File: config.mk
export PLATFORM = sky130hd
export DESIGN_NAME = axis_pkt_fifo
export DESIGN_NICKNAME = d
export VERILOG_FILES = /design/src/rtl/axis_pkg.sv /design/src/rtl/axis_fifo_mem.sv /design/src/rtl/axis_pkt_fifo.sv
export SDC_FILE = /design/constraint.sdc
export NUM_CORES = 1
export LEC_CHECK = 0
export ABC_AREA = 1
export BUFFER_PORTS_ARGS = -buffer_cell sky130_fd_sc_hd__buf_4
export CAP_MARGIN = 10
export CELL_PAD_IN_SITES_DETAIL_PLACEMENT = 0
export CELL_PAD_IN_SITES_GLOBAL_PLACEMENT = 1
export CORE_MARGIN = 10
export CORE_UTILIZATION = 45
export CTS_CLUSTER_SIZE = 25
export DETAILED_ROUTE_END_ITERATION = 16
export PLACE_DENSITY_LB_ADDON = 0.1
export SYNTH_ARGS = -nofsm -noshare
export SYNTH_HDL_FRONTEND = slang
export SYNTH_HIERARCHICAL = 1
export SYNTH_SLANG_ARGS = --single-unit
File: constraint.sdc
create_clock -name clk -period 8.1 [get_ports clk]
set_clock_uncertainty 0.1 [all_clocks]
set_input_delay 0.81 -clock clk [delete_from_list [all_inputs] [get_ports clk]]
set_output_delay 0.81 -clock clk [all_outputs]
set_load 0.02 [all_outputs]
File: src/rtl/axis_pkg.sv
// Shared constants, FSM encoding and packed-beat width helper
// for the AXI-Stream packet FIFO.
package axis_pkg;

  localparam int DEF_DATA_W = 64;
  localparam int DEF_ID_W   = 8;
  localparam int DEF_DEST_W = 8;
  localparam int DEF_USER_W = 1;
  localparam int DEF_DEPTH  = 16;

  typedef enum logic [1:0] {
    ST_IDLE,
    ST_FILL,
    ST_DROP
  } fsm_t;

  function automatic int beat_w(
    input int data_w,
    input int id_w,
    input int dest_w,
    input int user_w
  );
    return data_w + data_w / 8 + 1 + id_w + dest_w + user_w;
  endfunction

endpackage

File: src/rtl/axis_fifo_mem.sv
// Beat storage: one write port, combinational read, no reset.
// Contents survive reset; only the pointers are cleared.
module axis_fifo_mem #(
  parameter int DEPTH = 16,
  parameter int WIDTH = 8
) (
  input  logic                     clk,
  input  logic                     we,
  input  logic [$clog2(DEPTH)-1:0] waddr,
  input  logic [WIDTH-1:0]         wdata,
  input  logic [$clog2(DEPTH)-1:0] raddr,
  output logic [WIDTH-1:0]         rdata
);

  logic [WIDTH-1:0] mem [DEPTH];

  always_ff @(posedge clk) begin
    if (we) mem[waddr] <= wdata;
  end

  assign rdata = mem[raddr];

endmodule

File: src/rtl/axis_pkt_fifo.sv
// AXI-Stream FIFO: plain beat FIFO or store-and-forward with
// oversize-packet drop, selected by PKT_MODE.
module axis_pkt_fifo
  import axis_pkg::*;
#(
  parameter int DATA_W   = DEF_DATA_W,
  parameter int ID_W     = DEF_ID_W,
  parameter int DEST_W   = DEF_DEST_W,
  parameter int USER_W   = DEF_USER_W,
  parameter int DEPTH    = DEF_DEPTH,
  parameter int PKT_MODE = 0
) (
  input  logic                     clk,
  input  logic                     rst,
  input  logic                     s_axis_tvalid,
  output logic                     s_axis_tready,
  input  logic [DATA_W-1:0]        s_axis_tdata,
  input  logic [DATA_W/8-1:0]      s_axis_tkeep,
  input  logic                     s_axis_tlast,
  input  logic [ID_W-1:0]          s_axis_tid,
  input  logic [DEST_W-1:0]        s_axis_tdest,
  input  logic [USER_W-1:0]        s_axis_tuser,
  output logic                     m_axis_tvalid,
  input  logic                     m_axis_tready,
  output logic [DATA_W-1:0]        m_axis_tdata,
  output logic [DATA_W/8-1:0]      m_axis_tkeep,
  output logic                     m_axis_tlast,
  output logic [ID_W-1:0]          m_axis_tid,
  output logic [DEST_W-1:0]        m_axis_tdest,
  output logic [USER_W-1:0]        m_axis_tuser,
  output logic [$clog2(DEPTH):0]   count,
  output logic                     pkt_drop
);

  localparam int AW = $clog2(DEPTH);
  localparam int PW = AW + 1;
  localparam int BW = beat_w(DATA_W, ID_W, DEST_W, USER_W);
  localparam bit PM = (PKT_MODE != 0);

  logic [PW-1:0] wr, wr_c, rd, inflight, pkts;
  logic [BW-1:0] wdata, rdata;
  logic          full, s_fire, m_fire, we;
  logic          drop_now, commit, pop_last;
  fsm_t          state, state_nxt;

  // wr runs ahead of wr_c by the in-flight packet in packet mode
  assign inflight = wr - wr_c;
  assign full     = (wr[AW] != rd[AW]) && (wr[AW-1:0] == rd[AW-1:0]);
  assign drop_now = PM && (state == ST_FILL) && (inflight == PW'(DEPTH));

  assign s_axis_tready = !rst && (!full || (PM && state == ST_DROP));
  assign m_axis_tvalid = !rst && (PM ? (pkts != '0) : (count != '0));
  assign count         = wr_c - rd;
  assign pkt_drop      = !rst && drop_now;

  assign s_fire   = s_axis_tvalid && s_axis_tready;
  assign m_fire   = m_axis_tvalid && m_axis_tready;
  assign we       = s_fire && !(PM && state == ST_DROP);
  assign commit   = we && (!PM || s_axis_tlast);
  assign pop_last = m_fire && m_axis_tlast;

  assign wdata = {s_axis_tdata, s_axis_tkeep, s_axis_tlast,
                  s_axis_tid, s_axis_tdest, s_axis_tuser};
  assign {m_axis_tdata, m_axis_tkeep, m_axis_tlast,
          m_axis_tid, m_axis_tdest, m_axis_tuser} = rdata;

  axis_fifo_mem #(
    .DEPTH (DEPTH),
    .WIDTH (BW)
  ) u_mem (
    .clk   (clk),
    .we    (we),
    .waddr (wr[AW-1:0]),
    .wdata (wdata),
    .raddr (rd[AW-1:0]),
    .rdata (rdata)
  );

  always_ff @(posedge clk) begin
    if (rst) begin
      wr    <= '0;
      wr_c  <= '0;
      rd    <= '0;
      pkts  <= '0;
      state <= ST_IDLE;
    end else begin
      state <= state_nxt;
      if (m_fire) rd <= rd + PW'(1);
      if (drop_now) wr <= wr_c;
      else if (we) wr <= wr + PW'(1);
      if (commit) wr_c <= wr + PW'(1);
      if (PM) begin
        if (commit && !pop_last) pkts <= pkts + PW'(1);
        else if (!commit && pop_last) pkts <= pkts - PW'(1);
      end
    end
  end

  always_comb begin
    state_nxt = state;
    unique case (state)
      ST_IDLE: if (we && !s_axis_tlast) state_nxt = ST_FILL;
      ST_FILL: begin
        if (drop_now) state_nxt = ST_DROP;
        else if (we && s_axis_tlast) state_nxt = ST_IDLE;
      end
      ST_DROP: if (s_fire && s_axis_tlast) state_nxt = ST_IDLE;
      default: state_nxt = ST_IDLE;
    endcase
    if (!PM) state_nxt = ST_IDLE;
  end

endmodule

==> results of run 1 <==
[layer usage]
layer | GRT usage (%) | vias up | wire length, um
met5 | 0 | - | 60
met4 | 5.219 | 10 | 2876
met3 | 3.505 | 202 | 7490
met2 | 34.85 | 814 | 77100
met1 | 28.02 | 19360 | 72610
li1 | - | 19390 | -
[worst register-to-register path, cell delays in order (launching register included)]
cell	delay, ns
dfxtp_4	0.86
inv_1	0.20
ha_1	0.34
nand2_1	0.10
nor3_2	0.04
nand2_1	0.11
nand3_4	0.13
inv_2	0.14
nand3b_1	0.32
nor2_4	1.02
buf_4	0.87
[power groups by stage]
| stage | Combinational (mW) | Clock, mW | Sequential (mW) |
|---|---|---|---|
| after floorplan | 1.34 | 0 | 8.47 |
| after global placement | 1.99 | 0 | 8.50 |
| after detailed placement | 2.00 | 0 | 8.50 |
| after CTS | 2.00 | 6.78 | 8.34 |
| after global routing | 2.20 | 7.08 | 8.34 |
| final | 1.96 | 6.61 | 8.34 |
[through the flow]
stage               worst slack (ns)  util (%)  power, mW
floorplan                      2.219         -      9.813
finish                         2.678     50.68      16.91
global route                   2.374     50.68      17.62
CTS                            2.618     50.68      17.12
global placement               3.441     47.29      10.49
detailed placement             3.419     47.29      10.49
[logic make-up (layout without fill, tap and decap cells)]
logic type               after synthesis  in the layout  share of synthesized area, %
XOR/XNOR                               2              2                       0.02808
buffers and inverters               1407           1645                         9.446
adder cells (fa/ha/maj)                7              7                        0.1524
other                                  1              2                      0.006010
AO/OA/AOI/OAI                         15             15                        0.1384
flip-flops                          1450           1450                         69.62
AND/OR/NAND/NOR                     3046           3046                         20.61
[how the worst max path moves through the flow]
stage,end,slack [ns],cells after the start
6_report,m_axis_tdata[43],2.68,9
5_1_grt,m_axis_tdata[43],2.37,9
4_1_cts,m_axis_tdata[43],2.62,9
3_5_place_dp,u_mem/mem[7][78],3.42,10
3_3_place_gp,m_axis_tdata[43],3.44,9
2_1_floorplan,u_mem/mem[12][0],2.22,9
[final cells by class]
type	count	area, sq um
fillers	12230	67890
flip-flops and latches	1450	43460
multi-input cells	3071	13180
clock buffers	216	4223
inverters	1109	4218
well taps	1794	2245
repair buffers	257	1992
clock inverters	63	451.7
diodes	1	2.502
[cell usage after synthesis, drive strengths merged]
| cell type | count | area [sq um] |
|---|---|---|
| nand2 | 1923 | 7226 |
| edfxtp | 1440 | 43240 |
| inv | 1109 | 4170 |
| nand3 | 1093 | 5500 |
| buf | 269 | 1615 |
| clkbuf | 29 | 108.9 |
| nor2 | 25 | 96.35 |
| a21oi | 10 | 57.56 |
| dfxtp | 10 | 200.2 |
| ha | 6 | 75.07 |
| nand3b | 3 | 22.52 |
| o21ai | 3 | 15.01 |
| a31oi | 1 | 6.260 |
| conb | 1 | 3.750 |
| fa | 1 | 20.02 |
| nor3 | 1 | 10.01 |
| nor4 | 1 | 6.260 |
| o21bai | 1 | 7.510 |
| xnor2 | 1 | 8.760 |
| xor2 | 1 | 8.760 |
[sequential cells by signal, indices dropped and copies added, names as in the netlist]
name	cells
rd	5
u_mem/mem	1440
wr	5
==> metrics.md, run 1 <==
| Metric | Value |
|---|---|
| DPL Wire Length | `79.11 mm` |
| Max Slew Vio Count | `0` |
| Reg2reg start | `rd[1]` |
| Type of destination of the critical path | `primary output` |
| Placeable Area | `137700 sq um` |
| Synth Area per Inst | `10.53 sq um` |
| Comb power frac | `11.6%` |
| Register area share after synthesis | `69.62%` |
| Initial Util | `45.33%` |
| Vias | `39770` |
| R2R setup slack | `3.45 ns` |
| Clock network power share | `39.1%` |
| Setup violators final | `0` |
| Layout cells sized above 1 | `7.882%` |
| PortBufs | `190` |
| Sw Ratio | `25.28%` |
| Row cnt | `136` |
| GRT Util Overall | `20.76%` |
| Hold path endpoint | `wr[4]` |
| Largest net degree at the start of global routing | `210` |
| Reg clk slew, reported paths | `0.06 ns` |
| CP startpoint kind | `flip-flop` |
| # clock sinks | `1450` |
| Final Hold Violating Endpoints | `0` |
| First-pass GRT wire length | `242.3 mm` |
| Chip Height | `392.4 um` |
| Initial antenna violation count | `9` |
| Mapped Area | `62400 sq um` |
| CTS Hold Bufs | `0` |
| Global route overflow | `0` |
| F_max | `184.4 MHz` |
| Post-DRT Antenna Nets | `0` |
| RR Endpoint | `u_mem/mem[7][85]` |
| Pwr dens | `242.3 nW/um^2` |
| Setup TNS | `0 ns` |
| Buf/Inv on CP | `3` |
| Placed Cells incl. Taps | `7681` |
| Post-Route WL | `160.1 mm` |
| Switch Pwr | `4.274 mW` |
| Leakage | `29.43 nW` |
| Routed len/inst | `20.12 um` |
| RD Place Congestion | `0.7269` |
| CP cell instances | `buf_4 -> buf_4 -> nand2_1 -> nand2_1 -> nand2_1 -> nand3_1 -> nand3_1 -> nand2_1 -> buf_4` |
| Area grow syn2layout | `11.81%` |
| CP Data Required Time | `7.19 ns` |
| Area after DPL | `65090 sq um` |
| Unrepaired setup endpoints after global routing | `false` |
| Design Area, Final | `69770 sq um` |
| DRC | `0` |
| Detailed Route Iter0 Violations | `2955` |
| Commonest non-fill, non-tap cell in the layout | `nand2_1` |
| Slew headroom | `19.04%` |
| Num ports | `192` |
| Post-layout min period | `5.422 ns` |
| Final nets | `6147` |
| Hold Crit Start | `rst` |
| Via count of the first global-routing pass | `38930` |
| Reg2reg path depth | `10` |
| Gate Count Post-Synth | `5928` |
| Commonest non-fill, non-tap cells in the layout | `1920 x nand2_1, 1440 x edfxtp_1, 1103 x inv_1` |
| Overall die width | `392.4 um` |
| Clk buf depth | `3` |
| Worst EP arrival | `4.51 ns` |
| Crit path kind | `reg2out` |
| Hold depth | `2` |
| Post-Syn Nets | `6029` |
| Worst-path cell with the longest stage delay | `dfxtp_4` |
| Worst ir drop on vdd | `186.6 uV` |
| Yosys reg bits | `1450` |
| CP Launch Point | `rd[0]` |
| Synth warn | `6` |
| CTS tree | `built` |
| Vias per inst | `4.996` |
| CP max stage delay | `0.91 ns` |
| Status | `finished clean` |
| Die ar. | `154000 sq um` |
| CTS Buf Count | `157` |
| Fin crit share | `66.94%` |
| Worst-margin pin slew | `1.212 ns` |
| Reg power frac | `49.3%` |
| Worst Path Max Fanout | `79` |
| Internal Power | `12.63 mW` |
| Clock root buffer | `clkbuf_16` |
| Hold Crit Class | `in2reg` |
| Max Cap Viol | `0` |
| Most used cell along the critical path | `nand2_1` |
| Crit-path leading delay family | `buffers and inverters` |
| Post-CTS Repair Setup Buffers | `0` |
| Worst skew pair latency | `0.79 ns` |
| CTS resizes | `0` |
| H-tree Lvls | `4` |
| Synth cell types | `31` |
| Hold WS | `0.1171 ns` |
| Fin cells | `7961` |
| Drt pass-1 iters | `5` |
No activity file was read; power rests on OpenSTA's default activity.
==> run 2: changes to the inputs <==
==> constraint.sdc (replaced) <==
create_clock -name clk -period 5.4 [get_ports clk]
set_clock_uncertainty 0.1 [all_clocks]
set_input_delay 0.54 -clock clk [delete_from_list [all_inputs] [get_ports clk]]
set_output_delay 0.54 -clock clk [all_outputs]
set_load 0.02 [all_outputs]
==> metrics.md, run 2 (synthesis gave the netlist of run 1 again) <==
| Metric | Value |
|---|---|
| Fillcell total | `12150 (-0.71%)` |
| Commonest non-fill, non-tap cell in the layout | `nand2_1` |
| Vias per inst | `5.007 (+0.22%)` |
| Initial antenna violation count | `2 (-7)` |
| H-tree Lvls | `4 (unchanged)` |
| DRC | `0 (unchanged)` |
| Reg2reg start | `rd[1]` |
| Largest net degree at the start of global routing | `181 (-14%)` |
| Design Area, Final | `71120 sq um (+1.9%)` |
| DPL Wire Length | `81.01 mm (+2.4%)` |
| Reg power frac | `48.6% (-0.7 points)` |
| CP Data Required Time | `4.76 ns (-2.43 ns)` |
| Unrepaired setup endpoints after global routing | `false` |
| Hold Crit Start | `s_axis_tdata[27]` |
| Commonest non-fill, non-tap cells in the layout | `1920 x nand2_1, 1440 x edfxtp_1, 1103 x inv_1` |
| Crit path kind | `reg2out` |
| Worst ir drop on vdd | `269.4 uV (+44%)` |
| Chip Height | `392.4 um (unchanged)` |
| GRT Util Overall | `20.89% (+0.13 points)` |
| CP startpoint kind | `flip-flop` |
| Hold Crit Class | `in2reg` |
| Largest Register | `u_mem/mem` |
| Comb power frac | `12.1% (+0.5 points)` |
| CTS tree | `built` |
| Pwr dens | `361.7 nW/um^2 (+49%)` |
| Switch Pwr | `6.501 mW (+52%)` |
| Via count of the first global-routing pass | `39590 (+1.7%)` |
| Worst Path Max Fanout | `123 (+56%)` |
| Final nets | `6240 (+1.5%)` |
| Slew headroom | `32.04% (+13 points)` |
| Multi-input gate area | `13180 sq um (unchanged)` |
| Setup violators final | `0 (unchanged)` |
| Area grow syn2layout | `13.97%` |
| Final Hold Violating Endpoints | `0 (unchanged)` |
| Detailed Route Iter0 Violations | `2758 (-6.7%)` |
| CP Launch Point | `rd[0]` |
| Post-layout min period | `4.464 ns` |
| F_max | `224.0 MHz` |
| Global route overflow | `0 (unchanged)` |
| Worst-margin pin slew | `1.019 ns (-0.1921 ns)` |
| PortBufs | `190 (unchanged)` |
| Clock root buffer | `clkbuf_16` |
| Biggest regs | `u_mem/mem x1440, rd x5, wr x5` |
| CTS Buf Count | `159 (+1.3%)` |
| Internal Power | `19.22 mW (+52%)` |
| Post-DRT Antenna Nets | `0 (unchanged)` |
| Drt pass-1 iters | `6 (+1)` |
| Type of destination of the critical path | `primary output` |
| Max Cap Viol | `0 (unchanged)` |
| Sw Ratio | `25.27% (about the same)` |
| Area after DPL | `65440 sq um (+0.52%)` |
| Num ports | `192 (unchanged)` |
| Status | `finished clean` |
| Worst EP arrival | `3.82 ns (-0.69 ns)` |
| Reg clk slew, reported paths | `0.06 ns (about the same)` |
| Leakage | `29.92 nW (+1.7%)` |
| Routed len/inst | `19.99 um (-0.63%)` |
| Register area | `43460 sq um (unchanged)` |
| First-pass GRT wire length | `245.9 mm (+1.5%)` |
| Max Slew Vio Count | `0 (unchanged)` |
| Clock network power share | `39.3% (+0.2 points)` |
| Clk buf depth | `3 (unchanged)` |
| Post-Route WL | `161.0 mm (+0.55%)` |
| # clock sinks | `1450 (unchanged)` |
| Layout cells sized above 1 | `7.797% (-0.085 points)` |
| RD Place Congestion | `0.7387 (+1.6%)` |
| Die ar. | `154000 sq um (unchanged)` |
| Setup TNS | `0 ns (unchanged)` |
| Fin crit share | `82.67%` |
| Number of flip-flops in the largest register | `1440 (unchanged)` |
| Worst skew pair latency | `0.76 ns (-0.03 ns)` |
| Row cnt | `136 (unchanged)` |
| Initial Util | `45.33% (unchanged)` |
| Overall die width | `392.4 um (unchanged)` |
| Vias | `40340 (+1.4%)` |
| Placeable Area | `137700 sq um (unchanged)` |
-- run 2: cell types whose count changed in the layout (fill, tap and decap cells not counted), moves of 2 or more --
cell,change
clkinvlp_4,+2
clkbuf_16,+6
buf_4,-24
clkbuf_1,-2
clkbuf_8,-2
clkinv_1,+4
clkinv_8,-2
bufinv_16,+2
diode_2,+2
dlygate4sd3_1,+89
buf_12,+26
inv_6,-6
-- run 2: per-layer routing --
metal	vias to the layer above	share of wire (%)	GRT usage, %
met4	2	2.2	5.635
li1	19580	-	-
met5	-	0.0056	0
met2	839	48	34.66
met3	218	4.6	3.261
met1	19690	45	28.56
-- run 2: repair_timing --
action	in CTS	in global routing
resized for setup	0	0
endpoints found under the hold margin	1364	0
hold buffers	89	0
buffers inserted	0	0
-- run 2: critical path: stages, from the launching register on --
cell,delay (ns)
dfxtp_4,0.76
clkinv_16,0.41
buf_4,0.48
buf_4,0.42
nand2_1,0.13
nand3_1,0.08
nand3_1,0.11
nand3_1,0.16
nand2_1,0.14
buf_4,0.15
-- run 2: area by class of cell --
type	instances	area share [%]
Clock inverter	63	0.6263
Clock buffer	218	6.100
Inverter	1109	5.931
Timing Repair Buffer	348	4.532
Antenna cell	3	0.01056
Tap cell	1794	3.156
Multi-Input combinational cell	3071	18.54
Sequential cell	1450	61.11
-- run 2: power groups by stage --
stage / clock, mW / combinational, mW / sequential, mW
after global placement: 0 / 3.12 / 12.7
after floorplan: 0 / 2.01 / 12.7
after global routing: 10.8 / 3.47 / 12.5
final: 10.1 / 3.13 / 12.5
after detailed placement: 0 / 3.12 / 12.7
after CTS: 10.4 / 3.19 / 12.5
-- run 2: worst paths after layout --
| kind | endpoint | slack (ns) | depth (start not counted) |
|---|---|---|---|
| hold / removal | u_mem/mem[1][53] | 0.05 | 1 |
| setup reg to reg | u_mem/mem[1][10] | 1.66 | 10 |
| hold reg to reg | wr[4] | 0.40 | 2 |
| setup / recovery | m_axis_tid[5] | 0.94 | 9 |
-- run 2: per-stage QoR --
stage          power (mW)  hold WS, ns  util, %  cells  setup slack [ns]
2_1_floorplan       14.72       0.3524        -   5928           -0.4809
3_3_place_gp        15.85       0.3869    47.53   7683             1.687
3_5_place_dp        15.86       0.3809    47.53   7683             1.661
4_1_cts             26.04     0.001780    51.66   8053            0.8607
6_report            25.72      0.04837    51.66   8056            0.9360
5_1_grt             26.81      0.01602    51.66   8053            0.6721
